### config.mk
export PLATFORM = sky130hd
export DESIGN_NAME = inst_loader
export DESIGN_NICKNAME = d
export VERILOG_FILES = /design/src/rtl/inst_loader.sv
export SDC_FILE = /design/constraint.sdc
export NUM_CORES = 1
export LEC_CHECK = 0
export ABC_AREA = 1
export CAP_MARGIN = 20
export CELL_PAD_IN_SITES_DETAIL_PLACEMENT = 1
export CELL_PAD_IN_SITES_GLOBAL_PLACEMENT = 1
export CORE_AREA = 5 5 126 128
export CTS_BUF_LIST = sky130_fd_sc_hd__clkbuf_4 sky130_fd_sc_hd__clkbuf_8
export DETAILED_ROUTE_END_ITERATION = 16
export DIE_AREA = 0 0 131 133
export PLACE_DENSITY = 0.77
export SYNTH_ARGS = -nofsm -noshare
export SYNTH_HDL_FRONTEND = slang
export SYNTH_SLANG_ARGS = --single-unit
### constraint.sdc
create_clock -name clk -period 3.8 [get_ports clk]
set_input_delay 0.38 -clock clk [delete_from_list [all_inputs] [get_ports clk]]
set_output_delay 0.38 -clock clk [all_outputs]
set_load 0.05 [all_outputs]
### src/rtl/inst_loader.sv
// -----------------------------------------------------------------------------
// inst_loader
//
// Boot-time instruction loader. Receives a length-prefixed byte stream and
// writes it, one 32-bit little-endian word per four bytes, into instruction
// memory starting at word address 0. The core is held in reset (cpu_hold)
// until a load completes successfully.
//
// Stream format:
//   byte 0      : len[7:0]
//   byte 1      : len[10:8] in bits 2:0 (bits 7:3 ignored)
//   len*4 bytes : instruction words, least significant byte first
//   [1 byte]    : mod-256 sum of all data bytes (checksum build only)
//
// len may be 0..1024 words. A longer length, an idle gap of TIMEOUT_CYCLES
// cycles, or (checksum build) a bad checksum ends the load in ERROR.
//
// Build option:
//   INST_LOADER_CHECKSUM_EN - when defined, adds the trailing checksum byte
//                             and the CSUM state. Undefined by default.
//
// Parameters:
//   TIMEOUT_CYCLES - idle cycles tolerated between accepted bytes (>= 2).
//
// Ports:
//   clk           clock
//   rst           asynchronous active-high reset
//   start         one-cycle pulse that begins a load (ignored while busy)
//   in_valid      byte-stream valid
//   in_data[7:0]  byte-stream data
//   in_ready      byte accepted on an edge where in_valid && in_ready
//   mem_we        instruction-memory write enable (one cycle per word)
//   mem_addr[9:0] instruction-memory word address (held between writes)
//   mem_wdata[31:0] instruction-memory write data (held between writes)
//   words_loaded[10:0] words written during the current load
//   busy          load in progress
//   done          last load completed successfully
//   error         last load failed
//   cpu_hold      holds the core in reset while 1
// -----------------------------------------------------------------------------
module inst_loader #(
  parameter int TIMEOUT_CYCLES = 65535
) (
  input  logic        clk,
  input  logic        rst,
  input  logic        start,
  input  logic        in_valid,
  input  logic [7:0]  in_data,
  output logic        in_ready,
  output logic        mem_we,
  output logic [9:0]  mem_addr,
  output logic [31:0] mem_wdata,
  output logic [10:0] words_loaded,
  output logic        busy,
  output logic        done,
  output logic        error,
  output logic        cpu_hold
);

  // Idle counter only needs to reach TIMEOUT_CYCLES-1: the cycle that would
  // make it TIMEOUT_CYCLES is the one that raises the error.
  localparam int TW = (TIMEOUT_CYCLES < 2) ? 1 : $clog2(TIMEOUT_CYCLES);
  localparam logic [TW-1:0] TO_LAST = TW'(TIMEOUT_CYCLES - 1);
  localparam logic [10:0]   MAX_LEN = 11'd1024;

`ifdef INST_LOADER_CHECKSUM_EN
  typedef enum logic [2:0] {
    S_IDLE  = 3'd0,
    S_HDR0  = 3'd1,
    S_HDR1  = 3'd2,
    S_DATA  = 3'd3,
    S_DONE  = 3'd4,
    S_ERROR = 3'd5,
    S_CSUM  = 3'd6
  } state_t;
`else
  typedef enum logic [2:0] {
    S_IDLE  = 3'd0,
    S_HDR0  = 3'd1,
    S_HDR1  = 3'd2,
    S_DATA  = 3'd3,
    S_DONE  = 3'd4,
    S_ERROR = 3'd5
  } state_t;
`endif

  state_t         state;
  logic [7:0]     len_lo;
  logic [10:0]    len;
  logic [1:0]     lane;
  logic [23:0]    word_buf;
  logic [TW-1:0]  idle_cnt;

  logic           accept;
  logic [10:0]    hdr_len;
  logic [10:0]    wl_next;
  logic           last_word;
  logic           timeout_hit;

`ifdef INST_LOADER_CHECKSUM_EN
  logic [7:0]     csum;

  // Running checksum: plain mod-256 wrap of the byte sum.
  function automatic logic [7:0] csum_add(input logic [7:0] acc,
                                          input logic [7:0] b);
    csum_add = acc + b;
  endfunction
`endif

  assign accept      = in_valid && in_ready;
  assign hdr_len     = {in_data[2:0], len_lo};
  assign wl_next     = words_loaded + 11'd1;
  assign last_word   = (wl_next == len);
  // in_ready is 1 exactly in the byte-accepting states, so it doubles as
  // the "timeout counter is running" qualifier.
  assign timeout_hit = in_ready && !accept && (idle_cnt == TO_LAST);

  always_ff @(posedge clk or posedge rst) begin
    if (rst) begin
      state        <= S_IDLE;
      mem_we       <= 1'b0;
      mem_addr     <= 10'd0;
      mem_wdata    <= 32'd0;
      words_loaded <= 11'd0;
      busy         <= 1'b0;
      done         <= 1'b0;
      error        <= 1'b0;
      in_ready     <= 1'b0;
      cpu_hold     <= 1'b1;
      len_lo       <= 8'd0;
      len          <= 11'd0;
      lane         <= 2'd0;
      word_buf     <= 24'd0;
      idle_cnt     <= '0;
`ifdef INST_LOADER_CHECKSUM_EN
      csum         <= 8'd0;
`endif
    end else begin
      mem_we <= 1'b0;

      if (in_ready) begin
        if (accept) idle_cnt <= '0;
        else        idle_cnt <= idle_cnt + TW'(1);
      end

      case (state)
        S_IDLE, S_DONE, S_ERROR: begin
          if (start) begin
            state        <= S_HDR0;
            done         <= 1'b0;
            error        <= 1'b0;
            words_loaded <= 11'd0;
            lane         <= 2'd0;
            idle_cnt     <= '0;
            busy         <= 1'b1;
            cpu_hold     <= 1'b1;
            in_ready     <= 1'b1;
`ifdef INST_LOADER_CHECKSUM_EN
            csum         <= 8'd0;
`endif
          end
        end

        S_HDR0: begin
          if (accept) begin
            len_lo <= in_data;
            state  <= S_HDR1;
          end
        end

        S_HDR1: begin
          if (accept) begin
            len <= hdr_len;
            if (hdr_len > MAX_LEN) begin
              state    <= S_ERROR;
              error    <= 1'b1;
              busy     <= 1'b0;
              cpu_hold <= 1'b1;
              in_ready <= 1'b0;
            end else if (hdr_len == 11'd0) begin
              state    <= S_DONE;
              done     <= 1'b1;
              busy     <= 1'b0;
              cpu_hold <= 1'b0;
              in_ready <= 1'b0;
            end else begin
              state <= S_DATA;
            end
          end
        end

        S_DATA: begin
          if (accept) begin
            lane <= lane + 2'd1;
`ifdef INST_LOADER_CHECKSUM_EN
            csum <= csum_add(csum, in_data);
`endif
            case (lane)
              2'd0: word_buf[7:0]   <= in_data;
              2'd1: word_buf[15:8]  <= in_data;
              2'd2: word_buf[23:16] <= in_data;
              default: begin
                // Fourth byte: the whole word is written on this same edge.
                mem_we       <= 1'b1;
                mem_addr     <= words_loaded[9:0];
                mem_wdata    <= {in_data, word_buf};
                words_loaded <= wl_next;
                if (last_word) begin
`ifdef INST_LOADER_CHECKSUM_EN
                  state <= S_CSUM;
`else
                  state    <= S_DONE;
                  done     <= 1'b1;
                  busy     <= 1'b0;
                  cpu_hold <= 1'b0;
                  in_ready <= 1'b0;
`endif
                end
              end
            endcase
          end
        end

`ifdef INST_LOADER_CHECKSUM_EN
        S_CSUM: begin
          if (accept) begin
            busy     <= 1'b0;
            in_ready <= 1'b0;
            if (in_data == csum) begin
              state    <= S_DONE;
              done     <= 1'b1;
              cpu_hold <= 1'b0;
            end else begin
              // Words already written stay in memory; the core stays held.
              state    <= S_ERROR;
              error    <= 1'b1;
              cpu_hold <= 1'b1;
            end
          end
        end
`endif

        default: state <= S_IDLE;
      endcase

      // Idle timeout wins over anything above; only reachable on a cycle
      // with no accepted byte, so no write or header update is lost. Any
      // partial word in word_buf is simply abandoned.
      if (timeout_hit) begin
        state    <= S_ERROR;
        error    <= 1'b1;
        done     <= 1'b0;
        busy     <= 1'b0;
        cpu_hold <= 1'b1;
        in_ready <= 1'b0;
      end
    end
  end

endmodule

; ---- Yosys cells after proc, flatten, opt, wreduce, memory -nomap -nowiden
; Cells that the tools add are included.
[op_classes]
n_addsub = 3
mux = 50
order_cmp = 1
n_reduce_logical = 24
n_bitwise = 1
n_eq_ne = 22
[op_table]
columns = operator, n
row1 = 16-bit 2-to-1 mux, 4
row2 = 11-bit 2-to-1 mux, 3
row3 = 3-bit 2-to-1 mux, 9
row4 = "3-bit != test, second input constant", 9
row5 = 1-bit 2-to-1 mux, 25
row6 = 11-bit one-hot mux with 2 select lines, 1
row7 = "16-bit by 1-bit adder with 16-bit output, second input constant", 1
row8 = "16-bit == test, second input constant", 1
row9 = 3-bit AND reduction, 5
row10 = 3-bit one-hot mux with 4 select lines, 1
row11 = "11-bit by 1-bit adder with 11-bit output, second input constant", 1
row12 = 11-bit == test, 1
row13 = "11-bit > comparator, second input constant", 1
row14 = 11-bit zero test, 1
row15 = 1-bit one-hot mux with 3 select lines, 3
row16 = 4-bit AND reduction, 2
row17 = 8-bit AND reduction, 1
row18 = 7-bit AND reduction, 1
row19 = "3-bit by 2-bit == test with 1-bit output, second input constant", 2
row20 = "3-bit == test, second input constant", 2
row21 = "2-bit != test, second input constant", 3
row22 = 6-bit AND reduction, 1
row23 = 3-bit OR reduction, 2
row24 = 2-bit 2-to-1 mux, 2
row25 = other kinds (16), 19
[word_totals]
elab_cells = 117
reg_bits = 122
out_inout_bits = 59
input_bits = 12

; ---- Depth between registers and ports, before layout
; Gate-level depths: netlist (run 1).
[depth]
word_depth = 7
mapped_depth = 15
depth_no_buf = 15

; ---- Worst setup path before layout (run 1)
; No wires, ideal clock.
[synth_timing]
path_type = register -> register
start = register words_loaded[1]
end = register state[0]
path_buffers = 0
stages_incl_launch_ff = 15
arrival_ns = 2.039
period_less_slack_ns = 2.155
t_required_ns = 3.683
slack_ns = 1.645
setup_ns = 0.117
cell_sequence = dfrtp_1 > ha_1 > nand2_4 > nor2_8 > nand2_2 > nand2_2 > nand2_1 > nand2_1 > nand2_1 > nor2_1 > nand4_1 > nand2_2 > nand2_2 > nand2_1 > nand2_1
[synth_via]
elab_chain_len = 4
[synth_lines]
columns = element, line_no
row1 = start: declaration, 53  ; output logic [10:0] words_loaded,
row2 = start signal: assignment, 207  ; words_loaded <= wl_next;
row3 = 11-bit by 1-bit adder with 11-bit output, 112  ; assign wl_next = words_loaded + 11'd1;
row4 = 11-bit == test, 113  ; assign last_word = (wl_next == len);
row5 = 3-bit != test (no source line), --
row6 = 6-bit AND reduction (no source line), --
row7 = end signal: assignment, 120  ; state <= S_IDLE;
row8 = end signal: assignment, 149  ; state <= S_HDR0;
row9 = end signal: assignment, 167  ; state <= S_HDR1;
row10 = end: declaration, 87  ; state_t state;
; No other way between the ends.
; A chain may end at the register's enable or synchronous reset.

==> results.ini, run 1 <==
[synth]
synthTopCellsByCount = nand2_1 (229), dfrtp_1 (121), o21ai_0 (69), inv_1 (68), nand3_1 (38)
avgSynthCellArea_sq_um = 8.30
synth.largest_area_cell = dfrtp_1
synthesis.area_sq_um = 5590
ys.flop_type = dfrtp_1
async_reset_ff_frac = 1.00
yosysSeqAreaShare = 0.546
synth_cells = 674
yosys_warnings = 0
yosysUniqueCellTypes = 36
synth.top_cells.by_area = dfrtp_1 (54%), nand2_1 (15%), o21ai_0 (6.2%)
synth.top_cell.area_share = 0.541
synth_edf_count = 0
yosysMostFrequentCell = nand2_1
ys_ff_latch = 122
synthesis.nets = 693

[pwr]
p_leak_uw = 0.00332
peakVddDrop_mv = 0.263
cellPowerDensity_nw_per_um2 = 540

[clock_tree]
cts_resized = 0
clock-sinks = 122
cts.clk_slew.worst_paths_ns = 0.07
cts_buffers = 17
post_cts_buffers = 0
cts_hold_buf = 0
clock_latency_ns = 0.44
root_buffer = clkbuf_8
tritoncts = built
cts_buffer_depth = 2
htree_levels = 4

[grt]
grt_pass1_vias = 5196
grt-ovfl-total = 0
grt_start_max_net_pins = 72
track_usage = 0.187
grt_pass1_wl_um = 25600
antenna_found_initial = 0

[floorplanning]
die_area_sq_um = 17400
die_w_um = 131
row_count = 45
core_area_sq_um = 14800
start_util = 0.379
io_pins = 71
die_h_um = 133

[drt]
wl_per_cell_um = 16.1
drtPass1Iterations = 4
final_antenna_net_count = 0
route.detailed.drc = 0
initialDrtViolationCount = 196
dr_total_vias = 4725
via_per_inst = 4.99
routed_wirelength_um = 15300

[finish]
drive_above_1_share = 0.0791
final_nets = 767
area_growth_pct = 22.8
diodes = 0

[critical_path]
cp_max_fo = 11
cp-start-kind = flip-flop
critPathKind = reg2reg
end_kind = flip-flop
arrival_ns = 2.57
critical_path_required_ns = 4.05

[placed_design]
place_congestion = 0.848
portBuffers = 70
dp_hpwl_um = 11000
dp_slack_ns = 1.26

[sta]
max_slew_margin = 0.292
fin_crit_ns = 2.31
fmax_mhz = 432
finalSetupTns_ns = 0
hold_viol_final = 0
tightest_slew_ns = 1.06
setup_ws_ns = 1.49
fin_skew_ns = 0.00976
drv_slew = 0
report.final.setup_viol = 0
post-route-period-util = 0.609
rsz0062_at_grt = false

[run_status]
status = finished clean

[min_path]
min_path_type = in2async

[run]
cap_violations = 0

## per-layer routing
layer  track usage  share of wire  vias to the layer above
li1              -              -                     2301
met1         0.238           0.44                     2324
met2         0.307           0.50                       74
met3        0.0456          0.036                       26
met4        0.0680          0.019                        0
met5             0              0                        -
## report_power, final
part	switching [uW]	leakage [uW]	internal (uW)	total (uW)
registers	159	0.00166	1510	1670
logic	608	0.00147	298	905
clock network	507	0.000199	628	1130
total	1270	0.00332	2440	3710
## flip-flops by register name (all words and copies together) (netlist names), 2 cells and up
signal	cells
mem_wdata	32
mem_addr	10
len	11
words_loaded	11
len_lo	8
state	3
lane	2
idle_cnt	16
word_buf	24
## logic make-up (layout without fill, tap and decap cells)
| family | after synthesis | count (layout) | share of synthesized area |
|---|---|---|---|
| muxes | 1 | 1 | 0.00201 |
| DFF | 122 | 122 | 0.546 |
| buffers and inverters | 90 | 175 | 0.0624 |
| xor gates and xnor gates | 2 | 2 | 0.00313 |
| and+or+nand+nor | 343 | 343 | 0.268 |
| adders and majority gates | 7 | 7 | 0.0157 |
| AOI/OAI and AO/OA | 109 | 109 | 0.102 |
## layout by cell type (no fill, tap or decap), types with 2 or more instances in the layout
| cell | Yosys | layout |
|---|---|---|
| bufinv_16 | 0 | 2 |
| a21oi_1 | 12 | 12 |
| o21ai_0 | 69 | 69 |
| dfrtp_1 | 121 | 121 |
| inv_1 | 68 | 67 |
| nand2_1 | 229 | 229 |
| nand4_1 | 8 | 8 |
| ha_1 | 7 | 7 |
| buf_4 | 2 | 2 |
| o21bai_1 | 2 | 2 |
| nor2_4 | 5 | 5 |
| clkbuf_4 | 0 | 3 |
| o22ai_1 | 4 | 4 |
| nand3b_1 | 4 | 4 |
| nor2_8 | 2 | 2 |
| inv_2 | 4 | 4 |
| nand3_1 | 38 | 38 |
| nor2_1 | 36 | 36 |
| nor3_1 | 7 | 7 |
| clkdlybuf4s50_1 | 0 | 70 |
| clkinv_2 | 0 | 4 |
| clkbuf_8 | 0 | 19 |
| o21ai_1 | 16 | 16 |
| nand2_2 | 9 | 9 |
## layout make-up
| class | instances | area (sq um) |
|---|---|---|
| Clock buffer | 22 | 284 |
| Multi-Input combinational cell | 462 | 2190 |
| Sequential cell | 122 | 3050 |
| Tap cell | 188 | 235 |
| Fill cell | 1797 | 7880 |
| Inverter | 72 | 273 |
| Clock inverter | 8 | 96.3 |
| Timing Repair Buffer | 73 | 736 |
## critical path: stages, from the launching register on
cell,delay [ns]
dfrtp_1,0.56
nand2_1,0.26
nor2_4,0.23
inv_2,0.08
a22oi_1,0.80
o22ai_1,0.20
## path summary, 6_finish.rpt
path,start,endpoint,slack (ns),cells after the start
max,busy,words_loaded[3],1.49,5
min,rst,mem_wdata[30],0.41,2
max reg2reg,busy,words_loaded[3],1.49,5
min reg2reg,mem_wdata[12],mem_wdata[12],0.47,2
max in group asynchronous,rst,cpu_hold,2.53,3
min in group clk,mem_wdata[12],mem_wdata[12],0.47,2
## stage by stage
stage | std cells | util | hold slack, ns | cell area, sq um | power [uW]
after floorplan | 674 | - | 0.450 | 5590 | 2330
final | 947 | 0.466 | 0.407 | 6870 | 3710
after CTS | 947 | 0.466 | 0.420 | 6870 | 3760
after global placement | 917 | 0.440 | 0.455 | 6490 | 2540
after detailed placement | 917 | 0.440 | 0.459 | 6490 | 2610
after global routing | 947 | 0.466 | 0.455 | 6870 | 3950
(Power assumes the default switching activity.)
==> run 2, diff against run 1 <==
--- a/config.mk
+++ b/config.mk
@@ -9,11 +9,11 @@
 export CAP_MARGIN = 20
 export CELL_PAD_IN_SITES_DETAIL_PLACEMENT = 1
 export CELL_PAD_IN_SITES_GLOBAL_PLACEMENT = 1
-export CORE_AREA = 5 5 126 128
+export CORE_AREA = 5 5 121 123
 export CTS_BUF_LIST = sky130_fd_sc_hd__clkbuf_4 sky130_fd_sc_hd__clkbuf_8
 export DETAILED_ROUTE_END_ITERATION = 16
-export DIE_AREA = 0 0 131 133
-export PLACE_DENSITY = 0.77
+export DIE_AREA = 0 0 126 128
+export PLACE_DENSITY = 0.79
 export SYNTH_ARGS = -nofsm -noshare
 export SYNTH_HDL_FRONTEND = slang
 export SYNTH_SLANG_ARGS = --single-unit
==> constraint.sdc (replaced) <==
create_clock -name clk -period 2.27 [get_ports clk]
set_input_delay 0.227 -clock clk [delete_from_list [all_inputs] [get_ports clk]]
set_output_delay 0.227 -clock clk [all_outputs]
set_load 0.05 [all_outputs]
==> results.ini, run 2 (synthesis gave the netlist of run 1 again) <==
[finish]
final_cell_mix = nand2_1 (229), dfrtp_1 (121), clkdlybuf4s50_1 (70)
drive_above_1_share = 0.0911
fin_area_sq_um = 6970
final_common_cell = nand2_1
area_growth_pct = 24.7
diodes = 0
fillerInstances = 1622
regMostFlops = mem_wdata
final_nets = 774
largest_reg_flops = 32
reg_top3 = mem_wdata x32, word_buf x24, idle_cnt x16

[floorplanning]
io_pins = 71
row_count = 43
die_area_sq_um = 16100
start_util = 0.413
die_w_um = 126
die_h_um = 128
core_area_sq_um = 13600

[grt]
grt_start_max_net_pins = 123
grt_busiest_layer = met2
met2_usage = 0.351
grt_use_met1 = 0.237
grt_pass1_vias = 5167
antenna_found_initial = 0
grt-ovfl-total = 0
track_usage = 0.196
grtUsageMet3 = 0.0400
grt_pass1_wl_um = 25300

[clock_tree]
cts_buffer_depth = 2
htree_levels = 4
root_buffer = clkbuf_8
cts.clk_slew.worst_paths_ns = 0.07
cts_buffers = 17
clock-sinks = 122
tritoncts = built
clock_latency_ns = 0.45
cts_hold_buf = 0

[sta]
max_slew_margin = 0.567
hold_ws_ns = 0.322
fin_crit_ns = 2.13
report.final.setup_viol = 0
post-route-period-util = 0.939
finalSetupTns_ns = 0
drv_slew = 0
rsz0062_at_grt = false
setup_ws_ns = 0.139
hold_viol_final = 0
fmax_mhz = 469
tightest_slew_ns = 0.649
fin_skew_ns = 0.0155

[drt]
initialDrtViolationCount = 329
dr_total_vias = 4795
final_antenna_net_count = 0
drtPass1Iterations = 5
routed_wirelength_um = 15100
via_per_inst = 5.06
route.detailed.drc = 0
wl_per_cell_um = 15.9

[placed_design]
place_area_sq_um = 6540
dp_hpwl_um = 10700
portBuffers = 70
dp_slack_ns = 0.133
place_congestion = 0.839

[critical_path]
critical_path_required_ns = 2.04
crit_path_max_incr_delay_ns = 0.88
rr_worst_depth = 11
arrival_ns = 1.90
crit_slowest_cell = clkdlybuf4s50_1
r2r-start = busy
crit_family = buffers and inverters
end_kind = output port
rrSetupSlack_ns = 0.19
cp-start-kind = flip-flop
critical_path.cell_chain = clkdlybuf4s50_1
cp_max_fo = 10
worst-path-buf-inv = 1
critPathKind = reg2out
timing.rr.end = state[1]

[run]
cap_violations = 0

[pwr]
power_uw = 6440
p_leak_uw = 0.00336
peakVddDrop_mv = 0.410
cellPowerDensity_nw_per_um2 = 923

[min_path]
min_path_type = in2async

[run_status]
status = finished clean

## run 2: cell count changes in the layout (fill, tap and decap cells not counted)
cell / before / now
ha_1: 7 / 6
bufinv_16: 2 / 3
buf_12: 1 / 2
clkinv_2: 4 / 2
buf_4: 2 / 8
clkbuf_4: 3 / 0
ha_2: 0 / 1
clkinvlp_4: 1 / 5
inv_6: 0 / 3
inv_4: 1 / 0
## run 2: layout make-up
type | count | area, sq um | share of cell area
clock buffer | 19 | 262 | 0.0375
inverter | 72 | 274 | 0.0393
tap | 180 | 225 | 0.0323
clock inverter | 13 | 165 | 0.0237
sequential | 122 | 3050 | 0.438
multi-input combinational | 462 | 2190 | 0.314
timing repair buffer | 80 | 801 | 0.115
## run 2: routing by layer
layer | wire length, um | vias up
met3 | 421 | 17
li1 | - | 2320
met4 | 209 | 0
met1 | 6690 | 2397
met5 | 0 | -
met2 | 7750 | 61
## run 2: worst max path at each step
stage / from / end / slack, ns / cells after the start
3_5_place_dp: in_valid / state[2] / 0.13 / 12
5_1_grt: words_loaded[1] / state[2] / 0.03 / 14
6_report: busy / in_ready / 0.14 / 1
3_3_place_gp: in_valid / state[0] / 0.28 / 12
4_1_cts: busy / in_ready / 0.11 / 1
2_1_floorplan: words_loaded[1] / state[0] / 0.11 / 14
## run 2: where the power goes
part / switching [uW] / internal [uW] / leakage (uW)
sequential: 278 / 2530 / 0.00166
combinational: 1050 / 513 / 0.00150
clock: 920 / 1150 / 0.000205
total: 2250 / 4190 / 0.00336
## run 2: per-stage QoR
| stage | std cells | util |
|---|---|---|
| final | 948 | 0.514 |
| after global routing | 948 | 0.514 |
| after CTS | 948 | 0.514 |
| after detailed placement | 916 | 0.483 |
| after global placement | 916 | 0.483 |
| after floorplan | 674 | - |
## run 2: what timing repair did
item	4_1_cts	5_1_grt
buffers inserted	0	0
resized for setup	0	1
endpoints found under the setup margin	0	4
